**src/rtl/game_ctrl_pkg.sv**
```systemverilog
// Shared definitions for the runner game: state encoding and scroll-speed width.
// Ground and Jump import the same package.
package game_ctrl_pkg;

    typedef enum logic [1:0] {
        ST_IDLE = 2'd0,
        ST_RUN  = 2'd1,
        ST_OVER = 2'd2
    } state_t;

    localparam int SPEED_W = 4;

endpackage

```
**src/rtl/game_ctrl_bcd_counter4.sv**
```systemverilog
// 4-digit BCD score counter: saturates at 9999, synchronous clear, async reset.
module bcd_counter4 (
    input  logic        clk,
    input  logic        clrn,
    input  logic        clr,
    input  logic        en,
    output logic [15:0] q
);

    logic [15:0] q_inc;
    logic        carry;

    // Ripple the +1 through the digits; a 9 rolls to 0 and passes the carry up.
    always_comb begin
        q_inc = q;
        carry = 1'b1;
        for (int i = 0; i < 4; i++) begin
            if (carry) begin
                if (q[i*4 +: 4] == 4'd9) begin
                    q_inc[i*4 +: 4] = 4'd0;
                end else begin
                    q_inc[i*4 +: 4] = q[i*4 +: 4] + 4'd1;
                    carry           = 1'b0;
                end
            end
        end
    end

    always_ff @(posedge clk or negedge clrn) begin
        if (!clrn)                        q <= 16'h0000;
        else if (clr)                     q <= 16'h0000;
        else if (en && q != 16'h9999)     q <= q_inc;
    end

endmodule

```
**src/rtl/game_ctrl.sv**
```systemverilog
// Game-flow controller: IDLE/RUN/OVER sequencing, frame-based collision check,
// speed ramp and BCD score for the dinosaur runner.
module game_ctrl
    import game_ctrl_pkg::*;
#(
    parameter int SPEED_INIT      = 1,
    parameter int SPEED_MAX       = 15,
    parameter int FRAMES_PER_STEP = 600,
    parameter int SCORE_DIV       = 6,
    parameter int OVER_HOLD       = 30
) (
    input  logic               CLK,
    input  logic               clrn,
    input  logic               start,
    input  logic               fresh,
    input  logic               px_dinosaur,
    input  logic               px_obstacle,
    output logic               game_status,
    output logic               game_over,
    output logic [SPEED_W-1:0] speed,
    output logic [15:0]        score
);

    localparam int DIV_W  = (SCORE_DIV > 1) ? $clog2(SCORE_DIV) : 1;
    localparam int STEP_W = (FRAMES_PER_STEP > 1) ? $clog2(FRAMES_PER_STEP) : 1;
    localparam int HOLD_W = (OVER_HOLD > 0) ? $clog2(OVER_HOLD + 1) : 1;

    localparam logic [DIV_W-1:0]   DIV_LAST  = DIV_W'(SCORE_DIV - 1);
    localparam logic [STEP_W-1:0]  STEP_LAST = STEP_W'(FRAMES_PER_STEP - 1);
    localparam logic [HOLD_W-1:0]  HOLD_MAX  = HOLD_W'(OVER_HOLD);
    localparam logic [SPEED_W-1:0] SPD_INIT  = SPEED_W'(SPEED_INIT);
    localparam logic [SPEED_W-1:0] SPD_MAX   = SPEED_W'(SPEED_MAX);

    // [0],[1] synchronize, [2] holds the previous synced value for edge detect
    logic [2:0] start_sync, fresh_sync;
    logic       start_pe, frame_pe;

    state_t              state, state_next;
    logic                run_entry, over_entry, frame_run;
    logic                coll;
    logic [DIV_W-1:0]    div_cnt;
    logic [STEP_W-1:0]   step_cnt;
    logic [HOLD_W-1:0]   hold_cnt;
    logic                score_tick, step_tick;

    assign start_pe   = start_sync[1] & ~start_sync[2];
    assign frame_pe   = fresh_sync[1] & ~fresh_sync[2];
    assign score_tick = frame_run && (div_cnt == DIV_LAST);
    assign step_tick  = frame_run && (step_cnt == STEP_LAST);

    always_ff @(posedge CLK or negedge clrn) begin
        if (!clrn) state <= ST_IDLE;
        else       state <= state_next;
    end

    always_comb begin
        state_next = state;
        run_entry  = 1'b0;
        over_entry = 1'b0;
        frame_run  = 1'b0;
        case (state)
            ST_IDLE: begin
                if (start_pe) begin
                    state_next = ST_RUN;
                    run_entry  = 1'b1;
                end
            end
            ST_RUN: begin
                if (frame_pe) begin
                    if (coll) begin
                        state_next = ST_OVER;
                        over_entry = 1'b1;
                    end else begin
                        frame_run  = 1'b1;
                    end
                end
            end
            ST_OVER: begin
                if (start_pe && hold_cnt >= HOLD_MAX) begin
                    state_next = ST_RUN;
                    run_entry  = 1'b1;
                end
            end
            default: state_next = ST_IDLE;
        endcase
    end

    always_ff @(posedge CLK or negedge clrn) begin
        if (!clrn) begin
            start_sync  <= 3'b000;
            fresh_sync  <= 3'b000;
            game_status <= 1'b0;
            game_over   <= 1'b0;
            coll        <= 1'b0;
            div_cnt     <= '0;
            step_cnt    <= '0;
            hold_cnt    <= '0;
            speed       <= SPD_INIT;
        end else begin
            start_sync  <= {start_sync[1:0], start};
            fresh_sync  <= {fresh_sync[1:0], fresh};
            game_status <= (state == ST_RUN);
            game_over   <= (state == ST_OVER);

            // Overlap wins over the frame clear: it belongs to the new frame.
            if (state == ST_RUN && px_dinosaur && px_obstacle) coll <= 1'b1;
            else if (frame_pe || run_entry)                    coll <= 1'b0;

            if (run_entry) begin
                div_cnt  <= '0;
                step_cnt <= '0;
                speed    <= SPD_INIT;
            end else if (frame_run) begin
                div_cnt  <= score_tick ? '0 : div_cnt + 1'b1;
                step_cnt <= step_tick ? '0 : step_cnt + 1'b1;
                if (step_tick && speed < SPD_MAX) speed <= speed + 1'b1;
            end

            if (over_entry)
                hold_cnt <= '0;
            else if (state == ST_OVER && frame_pe && hold_cnt < HOLD_MAX)
                hold_cnt <= hold_cnt + 1'b1;
        end
    end

    bcd_counter4 u_score (
        .clk  (CLK),
        .clrn (clrn),
        .clr  (run_entry),
        .en   (score_tick),
        .q    (score)
    );

endmodule

```
**config.mk**
```make
export PLATFORM = sky130hd
export DESIGN_NAME = game_ctrl
export DESIGN_NICKNAME = d
export VERILOG_FILES = /design/src/rtl/game_ctrl_pkg.sv /design/src/rtl/game_ctrl_bcd_counter4.sv /design/src/rtl/game_ctrl.sv
export SDC_FILE = /design/constraint.sdc
export NUM_CORES = 1
export LEC_CHECK = 0
export ABC_AREA = 1
export BUFFER_PORTS_ARGS = -buffer_cell sky130_fd_sc_hd__buf_4
export CAP_MARGIN = 20
export CORE_ASPECT_RATIO = 0.5
export CORE_MARGIN = 2
export CORE_UTILIZATION = 35
export DETAILED_ROUTE_END_ITERATION = 12
export SYNTH_ARGS = -nofsm -noshare
export SYNTH_HDL_FRONTEND = slang
export SYNTH_SLANG_ARGS = --single-unit
```
**constraint.sdc**
```tcl
create_clock -name CLK -period 4.76 [get_ports CLK]
set_clock_uncertainty 0.2 [all_clocks]
set_input_delay 0.238 -clock CLK [delete_from_list [all_inputs] [get_ports CLK]]
set_output_delay 0.238 -clock CLK [all_outputs]
set_load 0.005 [all_outputs]
```
==> flow_metrics.py, run 1 <==
metrics = {
    "status": {
        "outcome": "finished, final reports clean",
    },
    "synth": {
        "synthSimpleGateAreaFrac_pct": 36.1,
        "synth_cells": 363,
        "synth-xor-area-share_pct": 3.37,
        "ys.flop_type": "dfrtp_1",
        "ys_ff_latch": 49,
        "postSynth.asyncResetShare_pct": 100,
        "synth_compound_area_share_pct": 3.98,
        "synth-edff-count": 0,
        "synthAdderAreaFrac_pct": 6.13,
        "synth_cell_types": 26,
        "synth_fp_nets": 383,
        "yosysWarningCount": 0,
        "avgSynthCellArea_um2": 7.88,
        "muxShareOfSynthArea_pct": 0,
        "synth_top_family_by_area": "simple AND/OR/NAND/NOR gates",
        "ys_seq_area_share_pct": 42.9,
        "syn_area_um2": 2860,
    },
    "critical_path": {
        "regToRegSetupSlack_ps": 2420,
        "cp-start-kind": "flip-flop",
        "cp.required_ps": 4770,
        "crit_path_end_kind": "flip-flop",
        "crit_arrival_ps": 2350,
        "cp_cell_sequence": "inv_1 -> ha_1 -> nand2_1 -> nand2_1 -> nand2_1 -> nand2_2 -> nand2_2 -> nand2_1 -> o22ai_1",
        "startpoint": "hold_cnt[0]",
        "slowest_stage": "nand2_2",
        "crit_type": "flip-flop to flip-flop",
        "reg2reg_to": "div_cnt[1]",
        "reg2reg_from": "hold_cnt[0]",
        "r2r_cells": 9,
        "slowest_delay_ps": 660,
        "critPathMaxFanout": 49,
        "cpMostUsedCell": "nand2_1",
        "crit_path_end": "div_cnt[1]",
    },
    "clocking": {
        "cts_buffer_depth": 2,
        "cts_tree": "yes",
        "cts_resized": 0,
        "clock_latency_ps": 290,
        "cts_buffers": 5,
        "clk_pin_slew_ps": 60,
        "cts.htree.levels": 2,
        "cts.sinks": 49,
        "cts-root-buf": "clkbuf_16",
    },
    "routing": {
        "dr_total_vias": 2420,
        "drtAntennaViolNets": 0,
        "drc": 0,
        "viasPerCell": 4.78,
        "dr.pass1.iters": 4,
        "drtIter0Drc": 186,
        "wl_per_cell_um": 11.3,
        "finalWirelength_um": 5690,
    },
    "sta": {
        "setup_tns_ps": 0,
        "setup-violations-final": 0,
        "fin_crit_ps": 2340,
        "relSlewSlack_pct": 39.6,
        "finalMaxSlewViolations": 0,
        "worst_slew_pin_slew_ps": 903,
        "finalHoldViolations": 0,
        "final.setup.worst_slack_ps": 2420,
        "rsz0062_at_grt": "no",
        "max_clock_freq_ghz": 0.427,
        "period_share_pct": 49.2,
    },
    "finish": {
        "layout_commonest_cell": "nand2_1",
        "layout-drive-gt1-share_pct": 15.0,
        "regArea_um2": 1230,
        "final_cell_mix": "nand2_1, dfrtp_1, nand3_1",
        "area_delta_synth_final_pct": 17.1,
        "n_fill_cell": 808,
        "layout.nets": 413,
        "multi_input_area_um2": 1420,
        "diodes": 0,
    },
    "floorplanning": {
        "die_h_um": 67.9,
        "ios": 28,
        "num_rows": 23,
        "start_util_pct": 35.9,
        "die_area_um2": 8950,
        "chipWidth_um": 132,
        "core_area_um2": 7970,
    },
    "place": {
        "port_buffers": 27,
        "gp_congestion": 0.801,
        "dp_worst_setup_slack_ps": 2430,
        "dp_hpwl_um": 4010,
    },
    "global_route": {
        "grt_pass1_wl_um": 9810,
        "overflow": 0,
        "first_global_vias": 2216,
        "grt_usage_pct": 13.5,
        "grt_max_degree": 50,
        "antenna_found_initial": 0,
    },
    "min_path": {
        "hold_class": "primary input to flip-flop",
    },
    "flow_run": {
        "cap_violations": 0,
    },
    "pwr": {
        "ir_worst_vdd_mv": 0.156,
        "leakage_nw": 1.67,
        "power_density_nw_per_um2": 332,
    },
}
==> layer usage <==
| layer | share of wire, % | wire [um] | GRT usage, % |
|---|---|---|---|
| met1 | 51 | 2880 | 16.9 |
| met2 | 45 | 2570 | 23.8 |
| met3 | 3.1 | 177 | 3.04 |
| met4 | 1.3 | 74 | 4.62 |
| met5 | 0 | 0 | 0 |
==> kinds of logic after synthesis <==
kind of cell               Yosys count
adders and majority gates           14
AOI/OAI and AO/OA                   22
xor gates and xnor gates            11
and+or+nand+nor                    218
buffers and inverters               49
DFF                                 49
==> synthesized netlist by cell type (2+ instances only) <==
library cell / n / area (um^2)
a21oi_1: 4 / 20.0
buf_2: 3 / 15.0
buf_6: 3 / 33.8
dfrtp_1: 48 / 1200
ha_1: 14 / 175
inv_1: 38 / 143
inv_2: 4 / 15.0
nand2_1: 87 / 327
nand2_2: 10 / 62.6
nand3_1: 45 / 225
nand4_1: 28 / 175
nor2_1: 33 / 124
nor2_2: 4 / 25.0
nor2_4: 4 / 45.0
nor3_1: 4 / 20.0
o21ai_0: 3 / 15.0
o21ai_1: 13 / 65.1
xnor2_1: 2 / 17.5
xor2_1: 9 / 78.8
==> power by group <==
part | switching (mW) | internal, mW
clock network | 0.153 | 0.263
registers | 0.0413 | 0.460
logic | 0.122 | 0.0719
total | 0.317 | 0.795
==> per-stage QoR <==
stage	power (mW)	utilization, %	hold WS, ps	std cells	instance area (um^2)
after floorplan	0.644	-	-258	363	2860
after global placement	0.701	39.5	103	495	3150
after detailed placement	0.704	39.5	107	495	3150
after CTS	1.12	42.0	14.9	506	3350
after global routing	1.17	42.0	41.7	506	3350
final	1.11	42.0	17.7	506	3350
==> sequential cells by signal, indices dropped and copies added (netlist names) <==
| signal | flops |
|---|---|
| state | 2 |
| game_status | 1 |
| coll | 1 |
| hold_cnt | 5 |
| div_cnt | 3 |
| fresh_sync | 3 |
| speed | 4 |
| start_sync | 3 |
| u_score.q | 16 |
| game_over | 1 |
| step_cnt | 10 |
==> final cells by class <==
type | count | area share, %
multi-input cells | 265 | 42.3
flip-flops and latches | 49 | 36.7
repair buffers | 30 | 6.95
inverters | 42 | 4.71
clock buffers | 7 | 4.26
well taps | 112 | 4.19
clock inverters | 1 | 0.897
==> worst max-delay path: cells and delay by family (launching register included) <==
family          cells  cell delay, ps
simple gates        6            1200
flops               1             350
buf+inv             1              80
compound gates      1             220
fa+ha+maj           1             190
==> worst min-delay path by stage <==
stage,start,end,slack [ps],cells past startpoint
6_report,px_dinosaur,coll,20,3
2_1_floorplan,clrn,coll,-260,0
3_3_place_gp,clrn,step_cnt[6],100,1
5_1_grt,px_dinosaur,coll,40,3
4_1_cts,px_dinosaur,coll,10,3
3_5_place_dp,clrn,step_cnt[6],110,1
==> what timing repair did <==
action / in CTS / in global routing
hold buffers: 3 / 0
setup buffers: 0 / 0
hold endpoints to repair: 50 / 0
(Power assumes the default switching activity.)
==> run 2: changes to the inputs <==
Clock period 4.76 ns to 2.4 ns, I/O delays scaled along.
==> flow_metrics.py, run 2 (synthesized netlist as in run 1, its figures left out) <==
metrics = {
    "status": {
        "outcome": "finished, final reports clean",
    },
    "clocking": {
        "post_cts_buffers": 0,
        "cts-root-buf": "clkbuf_16",
        "cts.htree.levels": 2,
        "cts-hold-fix-buffers": 5,
        "cts_buffer_depth": 2,
        "clock_latency_ps": 290,
        "cts_tree": "yes",
        "cts.sinks": 49,
        "cts_resized": 0,
        "clk_pin_slew_ps": 70,
        "cts_buffers": 5,
    },
    "global_route": {
        "antenna_found_initial": 0,
        "grt_max_degree": 50,
        "first_global_vias": 2296,
        "grt_usage_pct": 13.8,
        "overflow": 0,
        "grt_pass1_wl_um": 10000,
    },
    "min_path": {
        "hold_class": "flip-flop to flip-flop",
        "min_path_cells": 0,
    },
    "critical_path": {
        "cp-start-kind": "flip-flop",
        "crit_arrival_ps": 2080,
        "crit_type": "flip-flop to flip-flop",
        "crit_path_end_kind": "flip-flop",
        "r2r_cells": 10,
        "cp.required_ps": 2430,
        "critPathMaxFanout": 28,
    },
    "floorplanning": {
        "num_rows": 23,
        "die_h_um": 67.9,
        "ios": 28,
        "die_area_um2": 8950,
        "core_area_um2": 7970,
        "start_util_pct": 35.9,
        "chipWidth_um": 132,
    },
    "sta": {
        "max_clock_freq_ghz": 0.488,
        "relSlewSlack_pct": 58.3,
        "setup_tns_ps": 0,
        "rsz0062_at_grt": "no",
        "worst_slew_pin_slew_ps": 626,
        "finalHoldViolations": 0,
        "finalMaxSlewViolations": 0,
        "holdWs_ps": 150,
        "period_share_pct": 85.4,
        "fin_crit_ps": 2050,
        "setup-violations-final": 0,
    },
    "routing": {
        "viasPerCell": 4.73,
        "drtIter0Drc": 158,
        "drc": 0,
        "drtAntennaViolNets": 0,
        "wl_per_cell_um": 11.2,
        "dr_total_vias": 2418,
        "dr.pass1.iters": 4,
        "finalWirelength_um": 5700,
    },
    "pwr": {
        "ir_worst_vdd_mv": 0.356,
        "power_density_nw_per_um2": 649,
        "leakage_nw": 1.68,
    },
    "finish": {
        "largest_register_ffs": 16,
        "reg_top3": "u_score.q (16), step_cnt (10), hold_cnt (5)",
        "regMostFlops": "u_score.q",
        "final_cell_mix": "nand2_1, dfrtp_1, nand3_1",
        "n_fill_cell": 800,
        "layout_commonest_cell": "nand2_1",
        "diodes": 0,
        "stdcell_area_um2": 3390,
        "area_delta_synth_final_pct": 18.6,
        "layout.nets": 418,
        "layout-drive-gt1-share_pct": 15.8,
        "fin_util_pct": 42.5,
    },
    "place": {
        "dpl-instance-area_um2": 3170,
        "gp_congestion": 0.790,
        "dp_hpwl_um": 4050,
        "port_buffers": 27,
    },
    "flow_run": {
        "cap_violations": 0,
    },
}
[run 2: final timing paths]
check	from	endpoint	slack, ps
worst max register to register	hold_cnt[0]	step_cnt[5]	350
min in group asynchronous	clrn	step_cnt[9]	190
worst max-delay path	hold_cnt[0]	step_cnt[5]	350
worst min-delay path	fresh_sync[0]	fresh_sync[1]	150
max in group asynchronous	clrn	step_cnt[6]	1380
worst min register to register	fresh_sync[0]	fresh_sync[1]	150
[run 2: final cells by class]
class,count,area [um^2],share of cell area [%]
timing repair buffer,35,275,8.12
multi-input combinational,265,1420,41.8
clock inverter,3,46.3,1.37
sequential,49,1230,36.2
inverter,42,158,4.65
clock buffer,5,125,3.69
tap,112,140,4.13
[run 2: critical path: stages (launching register included)]
cell and delay [ps]:
dfrtp_1 350, inv_1 80, ha_1 190, nand2_1 60
nand2_1 50, nand2_1 90, nand2_2 70, nand2_2 420
buf_4 290, nand4_1 110, nand2_1 80
[run 2: per-layer routing]
metal	wire (um)	GRT usage, %
met5	0	0
met3	177	3.48
met2	2520	24.1
met4	25	4.35
met1	2970	17.2
[run 2: stage by stage]
stage	total power, mW	setup slack [ps]	std cells
after floorplan	1.28	731	363
after global placement	1.41	417	498
after detailed placement	1.41	373	498
after CTS	2.24	347	511
after global routing	2.35	147	511
final	2.20	351	511
[run 2: power by group]
| group | switching [mW] | leakage [nW] | total [mW] | internal, mW |
|---|---|---|---|---|
| Clock | 0.310 | 0.0800 | 0.803 | 0.493 |
| Sequential | 0.0844 | 0.655 | 0.997 | 0.912 |
| Combinational | 0.244 | 0.950 | 0.401 | 0.157 |
| Total | 0.639 | 1.68 | 2.20 | 1.56 |
==> run 3: changes to the inputs <==
--- a/config.mk
+++ b/config.mk
@@ -11,3 +11,3 @@
 export CORE_ASPECT_RATIO = 0.5
-export CORE_MARGIN = 2
+export CORE_MARGIN = 10
 export CORE_UTILIZATION = 35
==> constraint.sdc (replaced) <==
create_clock -name CLK -period 2.4 [get_ports CLK]
set_clock_uncertainty 0.2 [all_clocks]
set_input_delay 0.24 -clock CLK [delete_from_list [all_inputs] [get_ports CLK]]
set_output_delay 0.24 -clock CLK [all_outputs]
set_load 0.005 [all_outputs]
==> flow_metrics.py, run 3 (synthesized netlist as in run 1, its figures left out) <==
metrics = {
    "status": {
        "outcome": "finished, violations left",
        "violations": "negative hold slack",
    },
    "sta": {
        "finalHoldViolations": 1,
        "finalMaxSlewViolations": 0,
        "period_share_pct": 82.9,
        "holdWs_ps": -11.1,
        "max_clock_freq_ghz": 0.502,
        "setup-violations-final": 0,
        "relSlewSlack_pct": 57.8,
        "worst_slew_pin_slew_ps": 633,
        "rsz0062_at_grt": "no",
        "setup_tns_ps": 0,
        "fin_crit_ps": 1990,
    },
    "min_path": {
        "min_path_cells": 3,
        "hold_class": "primary input to flip-flop",
    },
    "critical_path": {
        "reg2reg_to": "u_score.q[12]",
        "crit_arrival_ps": 1980,
        "path_buf_inv": 2,
        "cp-start-kind": "flip-flop",
        "critPathMaxFanout": 14,
        "crit_path_end_kind": "flip-flop",
        "cp.required_ps": 2390,
        "regToRegSetupSlack_ps": 410,
        "cpMostUsedCell": "nand2_1",
        "crit_path_end": "u_score.q[12]",
        "crit_type": "flip-flop to flip-flop",
        "r2r_cells": 12,
        "cp_cell_sequence": "inv_1 -> ha_1 -> nand2_1 -> nand2_1 -> nand2_1 -> nand2_2 -> nand2_2 -> buf_4 -> o21ai_1 -> nand2_2 -> nand2_1 -> nand2_1",
        "startpoint": "hold_cnt[0]",
        "reg2reg_from": "hold_cnt[0]",
        "cp_top_family": "simple AND/OR/NAND/NOR gates",
        "slowest_delay_ps": 380,
        "slowest_stage": "dfrtp_1",
        "path_depth": 12,
    },
    "finish": {
        "reg_top3": "u_score.q (16), step_cnt (10), hold_cnt (5)",
        "largest_register_ffs": 16,
        "layout_commonest_cell": "nand2_1",
        "final_cell_mix": "nand2_1, dfrtp_1, nand3_1",
        "area_delta_synth_final_pct": 18.9,
        "layout-drive-gt1-share_pct": 16.1,
        "fin_util_pct": 42.6,
        "layout.nets": 417,
        "diodes": 0,
        "regMostFlops": "u_score.q",
        "n_fill_cell": 810,
    },
    "routing": {
        "drc": 0,
        "wl_per_cell_um": 12.0,
        "drtAntennaViolNets": 0,
        "dr.pass1.iters": 4,
        "viasPerCell": 4.75,
        "drtIter0Drc": 237,
        "finalWirelength_um": 6130,
        "dr_total_vias": 2425,
    },
    "global_route": {
        "overflow": 0,
        "antenna_found_initial": 0,
        "grt_max_degree": 50,
        "grt_pass1_wl_um": 11200,
        "grt_usage_pct": 10.5,
        "first_global_vias": 2360,
    },
    "clocking": {
        "cts_tree": "yes",
        "cts_buffers": 5,
        "clock_latency_ps": 290,
        "cts.htree.levels": 2,
        "cts-root-buf": "clkbuf_16",
        "cts.sinks": 49,
        "cts_buffer_depth": 2,
        "clk_pin_slew_ps": 70,
    },
    "floorplanning": {
        "start_util_pct": 35.9,
        "ios": 28,
        "num_rows": 23,
        "chipWidth_um": 148,
        "core_area_um2": 7970,
        "die_h_um": 83.9,
        "die_area_um2": 12400,
    },
    "pwr": {
        "total_power_mw": 2.33,
        "ir_worst_vdd_mv": 0.282,
        "leakage_nw": 1.70,
        "power_density_nw_per_um2": 685,
    },
    "place": {
        "gp_congestion": 0.836,
        "dp_hpwl_um": 4380,
        "port_buffers": 27,
    },
    "flow_run": {
        "cap_violations": 0,
    },
}
## run 3: cell types whose count changed in the layout (fill, tap and decap cells not counted)
cell | before | now
buf_4 | 30 | 31
clkinvlp_4 | 1 | 0
bufinv_16 | 1 | 2
clkinv_4 | 1 | 0
inv_6 | 0 | 1
dlygate4sd3_1 | 5 | 3
## run 3: final cells by class
cell class	instances	area (um^2)	area share [%]
Clock buffer	5	125	3.68
Clock inverter	3	68.8	2.02
Inverter	42	158	4.64
Multi-Input combinational cell	265	1420	41.7
Sequential cell	49	1230	36.1
Tap cell	112	140	4.12
Timing Repair Buffer	34	263	7.73
## run 3: per-stage QoR
stage | std cells | instance area (um^2) | setup slack (ps) | hold WS, ps
final | 510 | 3400 | 410 | -11.1
after global routing | 510 | 3400 | 208 | 13.8
after CTS | 510 | 3400 | 401 | 2.23
after detailed placement | 499 | 3180 | 422 | 113
after global placement | 499 | 3180 | 479 | 115
after floorplan | 363 | 2860 | 731 | -256
## run 3: how the worst min path moves through the flow
stage                      startpoint     endpoint  slack [ps]
after floorplan                  clrn         coll        -260
after global placement           clrn  step_cnt[8]         120
after detailed placement         clrn  step_cnt[8]         110
after CTS                 px_dinosaur         coll           2
after global routing      px_dinosaur         coll          10
final                     px_dinosaur         coll         -10
## run 3: worst register-to-register path, cell delays in order, from the launching register on
cell	delay, ps
dfrtp_1	380
inv_1	110
ha_1	150
nand2_1	50
nand2_1	70
nand2_1	70
nand2_2	70
nand2_2	200
buf_4	260
o21ai_1	110
nand2_2	110
nand2_1	70
nand2_1	50
## run 3: what timing repair did
action                    CTS  global route
hold endpoints to repair   50             0
buffers inserted            0             0
resized for setup           0             0
hold buffers                3             0
## run 3: report_power, final
group / internal (mW) / total, mW / leakage (nW) / switching (mW)
clock: 0.601 / 0.924 / 0.0944 / 0.322
sequential: 0.912 / 0.997 / 0.655 / 0.0844
combinational: 0.155 / 0.407 / 0.948 / 0.252
## run 3: metal layers
metal,vias to the layer above,track usage [%],wire length [um]
li1,1266,-,-
met1,1128,13.7,3070
met2,29,16.6,2850
met3,2,3.08,175
met4,0,2.50,35
met5,-,0,0
